<file path="src/rtl/uart_pkg.sv">
// Shared definitions for the UART receive path: Gray-coded FSM states,
// parity selection values and the minimum oversampling ratio.
package uart_pkg;

  typedef enum logic [2:0] {
    ST_IDLE   = 3'b000,
    ST_START  = 3'b001,
    ST_DATA   = 3'b011,
    ST_PARITY = 3'b010,
    ST_STOP   = 3'b110
  } uart_state_e;

  localparam logic PARITY_EVEN = 1'b0;
  localparam logic PARITY_ODD  = 1'b1;

  localparam int unsigned MIN_PRESCALE = 8;

  function automatic logic majority3(input logic a, input logic b, input logic c);
    return (a & b) | (a & c) | (b & c);
  endfunction

endpackage

</file>
<file path="src/rtl/uart_rx_sampler.sv">
// Per-bit edge counter with three mid-bit samples and a majority vote.
// bit_end marks edge P-1 of the current bit while the receiver is active.
module uart_rx_sampler
  import uart_pkg::*;
#(
  parameter int unsigned PRESCALE_WIDTH = 6
) (
  input  logic                      i_clk,
  input  logic                      i_rst,
  input  logic                      i_rx_in,
  input  logic                      i_start,
  input  logic                      i_active,
  input  logic [PRESCALE_WIDTH-1:0] i_prescale,
  output logic                      o_bit_value_c,
  output logic                      o_bit_end_c
);

  localparam int unsigned PW = PRESCALE_WIDTH;

  logic [PW-1:0] edge_cnt;
  logic [PW-1:0] half;
  logic [PW-1:0] last_edge;
  logic [2:0]    samples;

  assign half          = i_prescale >> 1;
  assign last_edge     = PW'(i_prescale - PW'(1));
  assign o_bit_end_c   = i_active && (edge_cnt == last_edge);
  assign o_bit_value_c = majority3(samples[0], samples[1], samples[2]);

  // Start-detect cycle is edge 0, so the counter resumes at 1 afterwards.
  always_ff @(posedge i_clk) begin
    if (!i_rst) begin
      edge_cnt <= '0;
    end else if (i_start) begin
      edge_cnt <= PW'(1);
    end else if (i_active) begin
      edge_cnt <= o_bit_end_c ? '0 : PW'(edge_cnt + PW'(1));
    end else begin
      edge_cnt <= '0;
    end
  end

  // Samples straddle the bit centre at floor(P/2)-1, floor(P/2), floor(P/2)+1.
  always_ff @(posedge i_clk) begin
    if (!i_rst) begin
      samples <= '0;
    end else if (i_active) begin
      if (edge_cnt == PW'(half - PW'(1))) samples[0] <= i_rx_in;
      if (edge_cnt == half)               samples[1] <= i_rx_in;
      if (edge_cnt == PW'(half + PW'(1))) samples[2] <= i_rx_in;
    end
  end

endmodule

</file>
<file path="src/rtl/uart_rx.sv">
// UART receiver: start detection, LSB-first deserialization, optional
// parity check and stop check, with one-cycle result pulses.
module uart_rx
  import uart_pkg::*;
#(
  parameter int unsigned DATA_WIDTH     = 8,
  parameter int unsigned PRESCALE_WIDTH = 6
) (
  input  logic                      i_clk,
  input  logic                      i_rst,
  input  logic                      i_rx_in,
  input  logic                      i_parity_enable,
  input  logic                      i_parity_type,
  input  logic [PRESCALE_WIDTH-1:0] i_prescale,
  output logic [DATA_WIDTH-1:0]     o_data,
  output logic                      o_data_valid,
  output logic                      o_parity_error,
  output logic                      o_stop_error,
  output logic                      o_busy
);

  localparam int unsigned PW    = PRESCALE_WIDTH;
  localparam int unsigned DW    = DATA_WIDTH;
  localparam int unsigned CNT_W = (DW > 1) ? $clog2(DW) : 1;

  uart_state_e state, next_state;

  logic [PW-1:0]    prescale_q;
  logic             par_en_q;
  logic             par_odd_q;
  logic [CNT_W-1:0] bit_cnt;
  logic [DW-1:0]    shift_q;
  logic             perr_q;

  logic start_c;
  logic active_c;
  logic bit_value_c;
  logic bit_end_c;
  logic shift_en_c;
  logic par_chk_c;
  logic frame_done_c;

  assign start_c  = (state == ST_IDLE) && !i_rx_in;
  assign active_c = (state != ST_IDLE);

  uart_rx_sampler #(
    .PRESCALE_WIDTH(PW)
  ) u_sampler (
    .i_clk        (i_clk),
    .i_rst        (i_rst),
    .i_rx_in      (i_rx_in),
    .i_start      (start_c),
    .i_active     (active_c),
    .i_prescale   (prescale_q),
    .o_bit_value_c(bit_value_c),
    .o_bit_end_c  (bit_end_c)
  );

  // State register.
  always_ff @(posedge i_clk) begin
    if (!i_rst) begin
      state <= ST_IDLE;
    end else begin
      state <= next_state;
    end
  end

  // Next-state and datapath strobes.
  always_comb begin
    next_state   = state;
    shift_en_c   = 1'b0;
    par_chk_c    = 1'b0;
    frame_done_c = 1'b0;
    unique case (state)
      ST_IDLE: begin
        if (!i_rx_in) next_state = ST_START;
      end
      ST_START: begin
        if (bit_end_c) next_state = bit_value_c ? ST_IDLE : ST_DATA;
      end
      ST_DATA: begin
        if (bit_end_c) begin
          shift_en_c = 1'b1;
          if (bit_cnt == CNT_W'(DW - 1)) next_state = par_en_q ? ST_PARITY : ST_STOP;
        end
      end
      ST_PARITY: begin
        if (bit_end_c) begin
          par_chk_c  = 1'b1;
          next_state = ST_STOP;
        end
      end
      ST_STOP: begin
        if (bit_end_c) begin
          frame_done_c = 1'b1;
          next_state   = ST_IDLE;
        end
      end
      default: next_state = ST_IDLE;
    endcase
  end

  // Frame configuration and deserializer.
  always_ff @(posedge i_clk) begin
    if (!i_rst) begin
      prescale_q <= PW'(MIN_PRESCALE);
      par_en_q   <= 1'b0;
      par_odd_q  <= PARITY_EVEN;
      bit_cnt    <= '0;
      shift_q    <= '0;
      perr_q     <= 1'b0;
    end else begin
      if (start_c) begin
        prescale_q <= (i_prescale < PW'(MIN_PRESCALE)) ? PW'(MIN_PRESCALE) : i_prescale;
        par_en_q   <= i_parity_enable;
        par_odd_q  <= (i_parity_type == PARITY_ODD);
        bit_cnt    <= '0;
        perr_q     <= 1'b0;
      end
      if (shift_en_c) begin
        shift_q <= {bit_value_c, shift_q[DW-1:1]};
        bit_cnt <= CNT_W'(bit_cnt + CNT_W'(1));
      end
      if (par_chk_c) begin
        perr_q <= ((^shift_q) ^ bit_value_c) != par_odd_q;
      end
    end
  end

  // Registered frame result and busy flag.
  always_ff @(posedge i_clk) begin
    if (!i_rst) begin
      o_data         <= '0;
      o_data_valid   <= 1'b0;
      o_parity_error <= 1'b0;
      o_stop_error   <= 1'b0;
      o_busy         <= 1'b0;
    end else begin
      o_busy         <= (next_state != ST_IDLE);
      o_data_valid   <= 1'b0;
      o_parity_error <= 1'b0;
      o_stop_error   <= 1'b0;
      if (frame_done_c) begin
        o_parity_error <= perr_q;
        o_stop_error   <= !bit_value_c;
        if (!perr_q && bit_value_c) begin
          o_data       <= shift_q;
          o_data_valid <= 1'b1;
        end
      end
    end
  end

endmodule
</file>
<file path="config.mk">
export PLATFORM = sky130hd
export DESIGN_NAME = uart_rx
export DESIGN_NICKNAME = d
export VERILOG_FILES = /design/src/rtl/uart_pkg.sv /design/src/rtl/uart_rx_sampler.sv /design/src/rtl/uart_rx.sv
export SDC_FILE = /design/constraint.sdc
export NUM_CORES = 1
export LEC_CHECK = 0
export ABC_AREA = 1
export CORE_MARGIN = 1.5
export CORE_UTILIZATION = 35
export CTS_BUF_LIST = sky130_fd_sc_hd__clkbuf_2 sky130_fd_sc_hd__clkbuf_4 sky130_fd_sc_hd__clkbuf_8
export CTS_CLUSTER_DIAMETER = 120
export DETAILED_ROUTE_END_ITERATION = 6
export GPL_TIMING_DRIVEN = 0
export PLACE_DENSITY = 0.58
export SLEW_MARGIN = 30
export SYNTH_ARGS = -nofsm -noshare
export SYNTH_HDL_FRONTEND = slang
export SYNTH_SLANG_ARGS = --single-unit
</file>
<file path="constraint.sdc">
create_clock -name i_clk -period 3.6 [get_ports i_clk]
set_input_delay 0.36 -clock i_clk [delete_from_list [all_inputs] [get_ports i_clk]]
set_output_delay 0.36 -clock i_clk [all_outputs]
set_load 0.02 [all_outputs]
</file>
==> results.json <==
{
  "irDropWorstVdd_mv": 0.197,
  "slew_headroom_pct": 63.3,
  "n_antenna_cell": 0,
  "cp.arrival_ps": 2380,
  "r2r_start": "prescale_q[1]",
  "worst_pin_slew_ps": 545,
  "seqPwrFrac_pct": 47.9,
  "hold_class": "reg2reg",
  "final-hold-violation-count": 0,
  "netlist_instances": 341,
  "cts_setup_buffers": 0,
  "cts_max_level": 2,
  "ys_top_cells_by_area": "dfxtp_1 (37%), nand2_1 (12%), nor2_1 (8.4%)",
  "ys_seq_elements": 44,
  "die-area_sq_um": 7310,
  "fp-row-count": 29,
  "ys.flop_type": "dfxtp_1",
  "hold-path-cell-count": 2,
  "fp.dieW_um": 85.5,
  "r2r_slack_ps": 1390,
  "grt_pass1_wl_um": 9520,
  "wl_um": 5580,
  "switching_power_uw": 299,
  "p_leak_uw": 0.00121,
  "setup_viol": 0,
  "violations": "DRC",
  "cts.path.max_buffers": 2,
  "holdPathEnd": "o_data[5]",
  "period_needed_ps": 2210,
  "finClkSkew_ps": 6.08,
  "slew_viol_final": 0,
  "grt_max_degree": 16,
  "synth_cell_types": 30,
  "die_height_um": 85.5,
  "cts_tree": "built",
  "internal_power_uw": 770,
  "worstHoldStart": "o_data[5]",
  "synth_area_per_cell_sq_um": 6.98,
  "cts_inserted_buffers": 5,
  "start_util_pct": 36.9,
  "fin_nets": 388,
  "synth_edf_count": 0,
  "dr.pass1.iters": 6,
  "async_reset_ff_share_pct": 0,
  "crit_required_ps": 3770,
  "cts_hold_repair.buffers": 0,
  "via_per_inst": 4.96,
  "worstSkewPairLatency_ps": 300,
  "gp_congestion": 0.925,
  "yosys.area.top_type_share_pct": 37.0,
  "worst_setup_path_start_kind": "register",
  "clkPwrFrac_pct": 36.9,
  "pre_cts_ws_ps": 1430,
  "antenna_found_initial": 0,
  "synthesis.area_sq_um": 2380,
  "grt_pass1_vias": 2073,
  "synthToLayoutAreaGrowth_pct": 18.1,
  "drc": 1,
  "crit_type": "reg2reg",
  "rsz0062_at_grt": "false",
  "ctsResizeCount": 0,
  "cts_root_buffer": "clkbuf_8",
  "core_area_sq_um": 6460,
  "wl_per_cell_um": 12.5,
  "syn_nets": 359,
  "cp-end-kind": "register",
  "clock-sinks": 44,
  "maxCapViolations": 0,
  "ant_nets": 0,
  "powerDensity_nw_per_um2": 380,
  "r2r-end": "bit_cnt[1]",
  "vias": 2220,
  "status": "finished with violations",
  "clkTransAtPathRegs_ps": 90,
  "track_usage_pct": 16.3,
  "drt-initial-drc-count": 152,
  "tns_ps": 0,
  "setup_ws_ps": 1390,
  "overflow": 0,
  "dp_hpwl_um": 4260,
  "boundaryPins": 23,
  "ff2ff_path_depth": 14,
  "synth_top_area_cell": "dfxtp_1",
  "drive_above_1_share_pct": 9.97,
  "yosysSeqAreaShare_pct": 37.0,
  "fmax_ghz": 0.452,
  "switching_share_pct": 28.0,
  "power_frac_comb_pct": 15.2,
  "crit_fanout": 10,
  "yosysWarnings": 0,
  "finalCritPeriodShare_pct": 61.5,
  "portBuffers": 22
}
==> final cells by class <==
cell class | count | area (sq um)
buffer | 11 | 63.8
clock buffer | 5 | 68.8
clock inverter | 3 | 46.3
fill | 677 | 3650
inverter | 32 | 120
multi-input combinational | 254 | 1320
sequential | 44 | 881
tap | 77 | 96.3
timing repair buffer | 22 | 220
==> metal layers <==
metal	vias to the layer above	part of all wire (%)	global-route usage (%)
met2	27	46	26.8
met5	-	0	0
met4	0	1.7	5.43
met3	8	2.8	2.92
li1	1166	-	-
met1	1019	50	21.6
==> worst max-delay path: stages, from the launching register on <==
cell and delay [ps]:
dfxtp_1 430, inv_1 170, ha_1 340, inv_1 40
nand2_1 60, nand2_1 50, nor2_1 150, nand3_2 120
nor2_4 130, nand2_2 110, inv_2 100, nand2_1 70
buf_4 180, nand3_1 70, a21oi_1 60
==> cells by family after synthesis <==
group                    after synthesis  synth area share (%)
AO/OA/AOI/OAI                         43                  9.77
XOR/XNOR                              20                  7.36
adder cells (fa/ha/maj)                7                  3.68
buffers and inverters                 43                  7.72
flip-flops                            44                  37.0
AND/OR/NAND/NOR                      184                  34.5
==> flip-flops by register name, indices dropped and copies added, names as in the netlist, 3 cells and up <==
register / count
u_sampler.edge_cnt: 6
shift_q: 8
prescale_q: 6
state: 3
o_data: 8
u_sampler.samples: 3
bit_cnt: 3
==> stage by stage <==
stage | utilization [%] | power, uW | hold WS [ps] | cell area [sq um] | cells
CTS | 43.5 | 1080 | 470 | 2810 | 448
global route | 43.5 | 1130 | 489 | 2810 | 448
global placement | 41.8 | 683 | 451 | 2700 | 440
finish | 43.5 | 1070 | 465 | 2810 | 448
floorplan | - | 638 | 433 | 2380 | 341
detailed placement | 41.8 | 684 | 456 | 2700 | 440
==> how the worst max path moves through the flow <==
stage	from	to	slack, ps	depth (start not counted)
floorplan	prescale_q[1]	bit_cnt[1]	1770	14
global placement	prescale_q[1]	bit_cnt[1]	1410	14
detailed placement	prescale_q[1]	bit_cnt[1]	1430	14
CTS	prescale_q[1]	bit_cnt[1]	1400	14
global route	prescale_q[1]	bit_cnt[1]	1210	14
finish	prescale_q[1]	bit_cnt[1]	1390	14
==> power groups by stage <==
stage | Clock, uW | Sequential, uW | Combinational [uW]
floorplan | 0 | 521 | 117
finish | 395 | 512 | 162
global route | 429 | 515 | 182
detailed placement | 0 | 523 | 161
CTS | 402 | 512 | 162
global placement | 0 | 523 | 160
==> layout by cell type (no fill, tap or decap), drive strengths merged, types with 2 or more instances in the layout <==
master	count
nand2	79
nor2	57
dfxtp	44
inv	32
clkdlybuf4s50	22
nand3	22
a21oi	20
o21ai	18
nand4	14
xor2	13
clkbuf	9
xnor2	7
ha	7
nor3	7
buf	7
or2	3
a211oi	3
a31oi	2
==> Yosys cell counts (2+ instances only) <==
cell	instances
nand2_1	77
nor2_1	53
dfxtp_1	44
inv_1	24
a21oi_1	20
nand3_1	19
o21ai_0	16
nand4_1	14
xor2_1	13
ha_1	7
inv_2	7
xnor2_1	7
nor3_1	6
clkbuf_1	4
a211oi_1	3
buf_2	3
buf_4	3
nand3_2	3
nor2_2	3
or2_2	3
a31oi_1	2
o21ai_2	2
Note: power is estimated with default switching activity, not from simulation.
==> RTL edit 1, RTL diff (config.mk and constraints unchanged) <==
`PRESCALE_WIDTH` is set to 6 in 2 places; all go to 4.
--- a/src/rtl/uart_rx_sampler.sv
+++ b/src/rtl/uart_rx_sampler.sv
@@ -3,7 +3,7 @@
 module uart_rx_sampler
   import uart_pkg::*;
 #(
-  parameter int unsigned PRESCALE_WIDTH = 6
+  parameter int unsigned PRESCALE_WIDTH = 4
 ) (
   input  logic                      i_clk,
   input  logic                      i_rst,
--- a/src/rtl/uart_rx.sv
+++ b/src/rtl/uart_rx.sv
@@ -4,7 +4,7 @@
   import uart_pkg::*;
 #(
   parameter int unsigned DATA_WIDTH     = 8,
-  parameter int unsigned PRESCALE_WIDTH = 6
+  parameter int unsigned PRESCALE_WIDTH = 4
 ) (
   input  logic                      i_clk,
   input  logic                      i_rst,
Interface: changed (resized i_prescale); port bits go from 23 to 21. No check against the original RTL was run, so the function may have changed too.
==> RTL edit 1 against the unedited design <==
Area after synthesis is 15% lower. Total power is 14% lower. Via count is 23% lower. Setup slack better by 0.21 ns. Core utilization hardly changed. Global-route usage is 2.2 points lower. Wire length is 30% lower. Sequential share of layout area is 1.1 points higher. Final area is 14% lower. Sequential cell count is 5 lower. Largest cell class unchanged. Largest power group unchanged. Highest routed layer unchanged.
==> RTL edit 1: results (changes against the unedited design) <==
.. list-table::
   :header-rows: 1

   * - Metric
     - Value
   * - Result of the run
     - complete, no violations
   * - Total length of routed met2 wires
     - 1.64 mm (-36%)
   * - Worst hold path class
     - in -> reg
   * - Arithmetic-cell share of the synthesized area counting full adders, half adders and majority gates
     - 0.0434 (+0.00661)
   * - Routability congestion estimate
     - 0.860 (-7.0%)
   * - Comb power frac
     - 0.118 (-0.034)
   * - Count of vias placed by the detailed router
     - 1707 (-23%)
   * - Number of global-route vias before repair
     - 1592 (-23%)
   * - Leading cell types by count after synthesis
     - sky130_fd_sc_hd__nand2_1 (60), sky130_fd_sc_hd__dfxtp_1 (39), sky130_fd_sc_hd__inv_1 (39), sky130_fd_sc_hd__nor2_1 (34), sky130_fd_sc_hd__a21oi_1 (24)
   * - XOR/XNOR Fraction of Synth Area
     - 0.0391 (-0.0345)
   * - P_leak
     - 0.00108 µW (-11%)
   * - Relative area change from synthesis to final layout
     - 19.5%
   * - Compound-cell area share of the yosys netlist
     - 0.112 (+0.0145)
   * - Launch instance of the worst register-to-register path
     - prescale_q[1]$_SDFFE_PN0P_
   * - Number of violations reported at the end of detailed-routing iteration 0
     - 67 (-56%)
   * - Max FO, Critical Path
     - 10 (unchanged)
   * - Ranking of synthesized cells by area
     - sky130_fd_sc_hd__dfxtp_1 (39%), sky130_fd_sc_hd__nand2_1 (11%), sky130_fd_sc_hd__inv_1 (7.3%)
   * - Maximum vdd ir drop
     - 0.145 mV (-26%)
   * - Sequential area share after synthesis
     - 0.387 (+0.0169)
   * - Relative slew slack
     - 0.694 (+0.0613)
   * - Number of search-and-repair iterations in the first detailed-routing pass
     - 4 (-2)
   * - Ratio of cells with drive above 1 in the final layout
     - 0.103 (+0.00350)
   * - Wire length of the first global-routing pass
     - 7.08 mm (-26%)
   * - Post-Route WL
     - 3.92 mm (-30%)
   * - Hold Crit Endpoint
     - u_sampler.samples[2]$_SDFFE_PN0P_
   * - End of the worst register-to-register path
     - o_data[5]$_SDFFE_PN0P_
   * - Worst r2r path cells
     - 13 (-1)
   * - Origin of the worst min-delay path
     - i_rst
   * - Number of port buffers
     - 19 (-14%)
   * - Pin count of the biggest net entering global routing
     - 14 (-2)
   * - Final HPWL from detailed placement
     - 2.88 mm (-32%)
   * - Reported net switching power
     - 230 µW (-23%)
   * - Count of different cell masters after synthesis
     - 33 (+10%)
   * - Largest registers ranked by flip-flop count
     - o_data (8), shift_q (8), u_sampler.edge_cnt (4)
   * - Final net count
     - 325 (-16%)
   * - Setup slack, reg-to-reg
     - 1.60 ns (+0.21 ns)
   * - Synth Net Count
     - 299 (-17%)
==> RTL edit 1: cell count changes in the layout (fill, tap and decap cells not counted), moves of 5 or more <==
cell and delta:
sky130_fd_sc_hd__nor2_1 -19, sky130_fd_sc_hd__dfxtp_1 -5, sky130_fd_sc_hd__nand2_1 -17, sky130_fd_sc_hd__nand4_1 -13, sky130_fd_sc_hd__inv_1 +15, sky130_fd_sc_hd__xor2_1 -9
==> RTL edit 1: per-layer routing <==
layer / vias up / GRT usage
li1: 939 / -
met1: 732 / 0.193
met2: 32 / 0.215
met3: 4 / 0.0333
met4: 0 / 0.0579
met5: - / 0
==> RTL edit 1: final cells by class <==
cell class / instances / area, µm²
repair buffers: 19 / 190
inverters: 44 / 168
multi-input cells: 192 / 1010
clock buffers: 5 / 68.8
plain buffers: 8 / 62.6
clock inverters: 3 / 43.8
well taps: 72 / 90.1
fillers: 584 / 3130
flip-flops and latches: 39 / 781
==> RTL edit 1: worst max-delay path, cell delays in order, from the launching register on <==
cell	delay [ns]
sky130_fd_sc_hd__dfxtp_1	0.37
sky130_fd_sc_hd__inv_1	0.11
sky130_fd_sc_hd__ha_1	0.32
sky130_fd_sc_hd__nand2_2	0.07
sky130_fd_sc_hd__inv_2	0.04
sky130_fd_sc_hd__nor2_4	0.07
sky130_fd_sc_hd__nand2_2	0.06
sky130_fd_sc_hd__nor2_4	0.19
sky130_fd_sc_hd__nand2_4	0.09
sky130_fd_sc_hd__inv_4	0.10
sky130_fd_sc_hd__nand3_4	0.12
sky130_fd_sc_hd__buf_6	0.18
sky130_fd_sc_hd__nor2_1	0.12
sky130_fd_sc_hd__nor2_1	0.06
==> RTL edit 1: metrics by stage <==
step	hold WS (ns)	cell area (µm²)	instances	total power, µW
final	0.391	2410	382	920
after global routing	0.416	2410	382	969
after CTS	0.386	2410	382	932
after detailed placement	0.445	2300	374	567
after global placement	0.444	2300	374	566
after floorplan	0.422	2020	283	539
==> RTL edit 1: worst max-delay path by stage <==
stage                                   to  slack [ns]
floorplan           o_data[7]$_SDFFE_PN0P_        1.84
global placement    o_data[1]$_SDFFE_PN0P_        1.59
detailed placement  o_data[5]$_SDFFE_PN0P_        1.60
CTS                 o_data[5]$_SDFFE_PN0P_        1.58
global route        o_data[1]$_SDFFE_PN0P_        1.40
finish              o_data[5]$_SDFFE_PN0P_        1.60
==> RTL edit 1: logic make-up (layout without fill, tap and decap cells) <==
| logic type | after synthesis | after routing |
|---|---|---|
| adder cells (fa/ha/maj) | 7 | 7 |
| XOR/XNOR | 9 | 9 |
| buffers and inverters | 52 | 79 |
| AO/OA/AOI/OAI | 43 | 43 |
| AND/OR/NAND/NOR | 133 | 133 |
| flip-flops | 39 | 39 |
==> RTL edit 2, RTL diff (same settings) <==
Without the edit above. The 5 states of `uart_state_e` get a one-hot encoding in 5 bits. Comments in the files are not updated.
--- a/src/rtl/uart_pkg.sv
+++ b/src/rtl/uart_pkg.sv
@@ -2,12 +2,12 @@
 // parity selection values and the minimum oversampling ratio.
 package uart_pkg;
 
-  typedef enum logic [2:0] {
-    ST_IDLE   = 3'b000,
-    ST_START  = 3'b001,
-    ST_DATA   = 3'b011,
-    ST_PARITY = 3'b010,
-    ST_STOP   = 3'b110
+  typedef enum logic [4:0] {
+    ST_IDLE   = 5'b00001,
+    ST_START  = 5'b00010,
+    ST_DATA   = 5'b00100,
+    ST_PARITY = 5'b01000,
+    ST_STOP   = 5'b10000
   } uart_state_e;
 
   localparam logic PARITY_EVEN = 1'b0;
Check against the original RTL: no difference found for any inputs over 10 cycles, from zero or initial values and one cycle with i_rst low; not proved beyond that.
==> RTL edit 2 against the unedited design <==
Final area is 5.9% higher. Count of clock-buffer cells in the layout rose by 2. Area after synthesis is 6.7% higher. Critical path type unchanged. Sequential cell count increased by 2. Total power up 0.74%. Critical path depth is 1 higher. Die area rose by 6.4%. Setup slack worse by 0.047 ns. Non-clock buffer count grew 2. Wire length is 3.1% higher.
==> RTL edit 2: results (changes against the unedited design) <==
.. list-table::
   :header-rows: 1

   * - Metric
     - Value
   * - Result of the run
     - complete, no violations
   * - GRT met1 Usage
     - 0.246 (+0.0300)
   * - Sequential area share after synthesis
     - 0.363 (-0.00738)
   * - Switching power as a share of total power
     - 0.290 (+0.0105)
   * - Pre-CTS setup slack
     - 1.38 ns (-0.0528 ns)
   * - P_leak
     - 0.00128 µW (+5.8%)
   * - Post-Route WL
     - 5.76 mm (+3.1%)
   * - CTS root buf
     - sky130_fd_sc_hd__clkbuf_8
   * - DR WL met3
     - 304 µm (+94%)
   * - Maximum vdd ir drop
     - 0.225 mV (+14%)
   * - Wire length of the first global-routing pass
     - 9.59 mm (+0.72%)
   * - Final-layout fill cell count
     - 739 (+9.2%)
   * - Pin count of the biggest net entering global routing
     - 15 (-1)
   * - Hold Crit Endpoint
     - o_data[4]$_SDFFE_PN0P_
   * - Routability congestion estimate
     - 0.835 (-9.7%)
   * - Tightest Pin Transition
     - 0.615 ns (+0.0707 ns)
   * - Synth Net Count
     - 370 (+3.1%)
   * - Arithmetic-cell share of the synthesized area counting full adders, half adders and majority gates
     - 0.0345 (-0.00230)
   * - Number of violations reported at the end of detailed-routing iteration 0
     - 136 (-11%)
   * - Met2 global-route usage
     - 0.224 (-0.0443)
   * - Clock period minus final worst setup slack
     - 2.26 ns (+0.0468 ns)
   * - Data arrival time at the worst-slack endpoint
     - 2.43 ns (+0.05 ns)
   * - Count of different cell masters after synthesis
     - 36 (+20%)
   * - Number of search-and-repair iterations in the first detailed-routing pass
     - 4 (-2)
   * - Ranking of synthesized cells by area
     - sky130_fd_sc_hd__dfxtp_1 (36%), sky130_fd_sc_hd__nand2_1 (10%), sky130_fd_sc_hd__nor2_1 (6.2%)
   * - Post-place instance area
     - 2880 µm² (+6.8%)
   * - Overall global routing resource usage
     - 0.159 (-0.00386)
   * - Mean post-synth cell area
     - 7.22 µm² (+3.3%)
   * - Number of global-route vias before repair
     - 1944 (-6.2%)
   * - Routed length per instance
     - 12.0 µm (-3.3%)
   * - Compound-cell area share of the yosys netlist
     - 0.119 (+0.0210)
   * - Total length of routed met2 wires
     - 2.27 mm (-12%)
   * - Min Hold Slack
     - 0.466 ns (+0.00127 ns)
   * - Routed length on met1
     - 3.12 mm (+13%)
   * - XOR/XNOR Fraction of Synth Area
     - 0.0690 (-0.00460)
   * - Setup slack, reg-to-reg
     - 1.34 ns (-0.05 ns)
   * - Origin of the worst min-delay path
     - o_data[4]$_SDFFE_PN0P_
   * - Mean number of vias per cell
     - 4.69 (-5.4%)
   * - Worst r2r path cells
     - 15 (+1)
   * - Number of gates resized after cts
     - 0 (unchanged)
   * - Setup Skew
     - 0.00665 ns (+0.000569 ns)
   * - Ratio of cells with drive above 1 in the final layout
     - 0.110 (+0.0102)
   * - Final HPWL from detailed placement
     - 4.28 mm (+0.53%)
   * - Worst setup path end
     - o_data[6]$_SDFFE_PN0P_
==> RTL edit 2: area by class of cell <==
class / count / area, µm² / share of cell area
timing repair buffer: 22 / 220 / 0.0739
sequential: 46 / 921 / 0.309
clock inverter: 1 / 8.76 / 0.00294
buffer: 13 / 98.8 / 0.0332
clock buffer: 7 / 90.1 / 0.0302
inverter: 42 / 160 / 0.0538
multi-input combinational: 251 / 1360 / 0.457
tap: 96 / 120 / 0.0403
==> RTL edit 2: cell families after synthesis <==
family	after synthesis
XOR/XNOR	20
flip-flops	46
AND/OR/NAND/NOR	168
adder cells (fa/ha/maj)	7
AO/OA/AOI/OAI	56
buffers and inverters	55
==> RTL edit 2: power by group through the flow <==
stage          logic [µW]  registers (µW)  clock network [µW]
6_report              186             542                 349
5_1_grt               208             544                 376
4_1_cts               185             542                 359
3_5_place_dp          185             554                   0
3_3_place_gp          183             553                   0
2_1_floorplan         135             551                   0
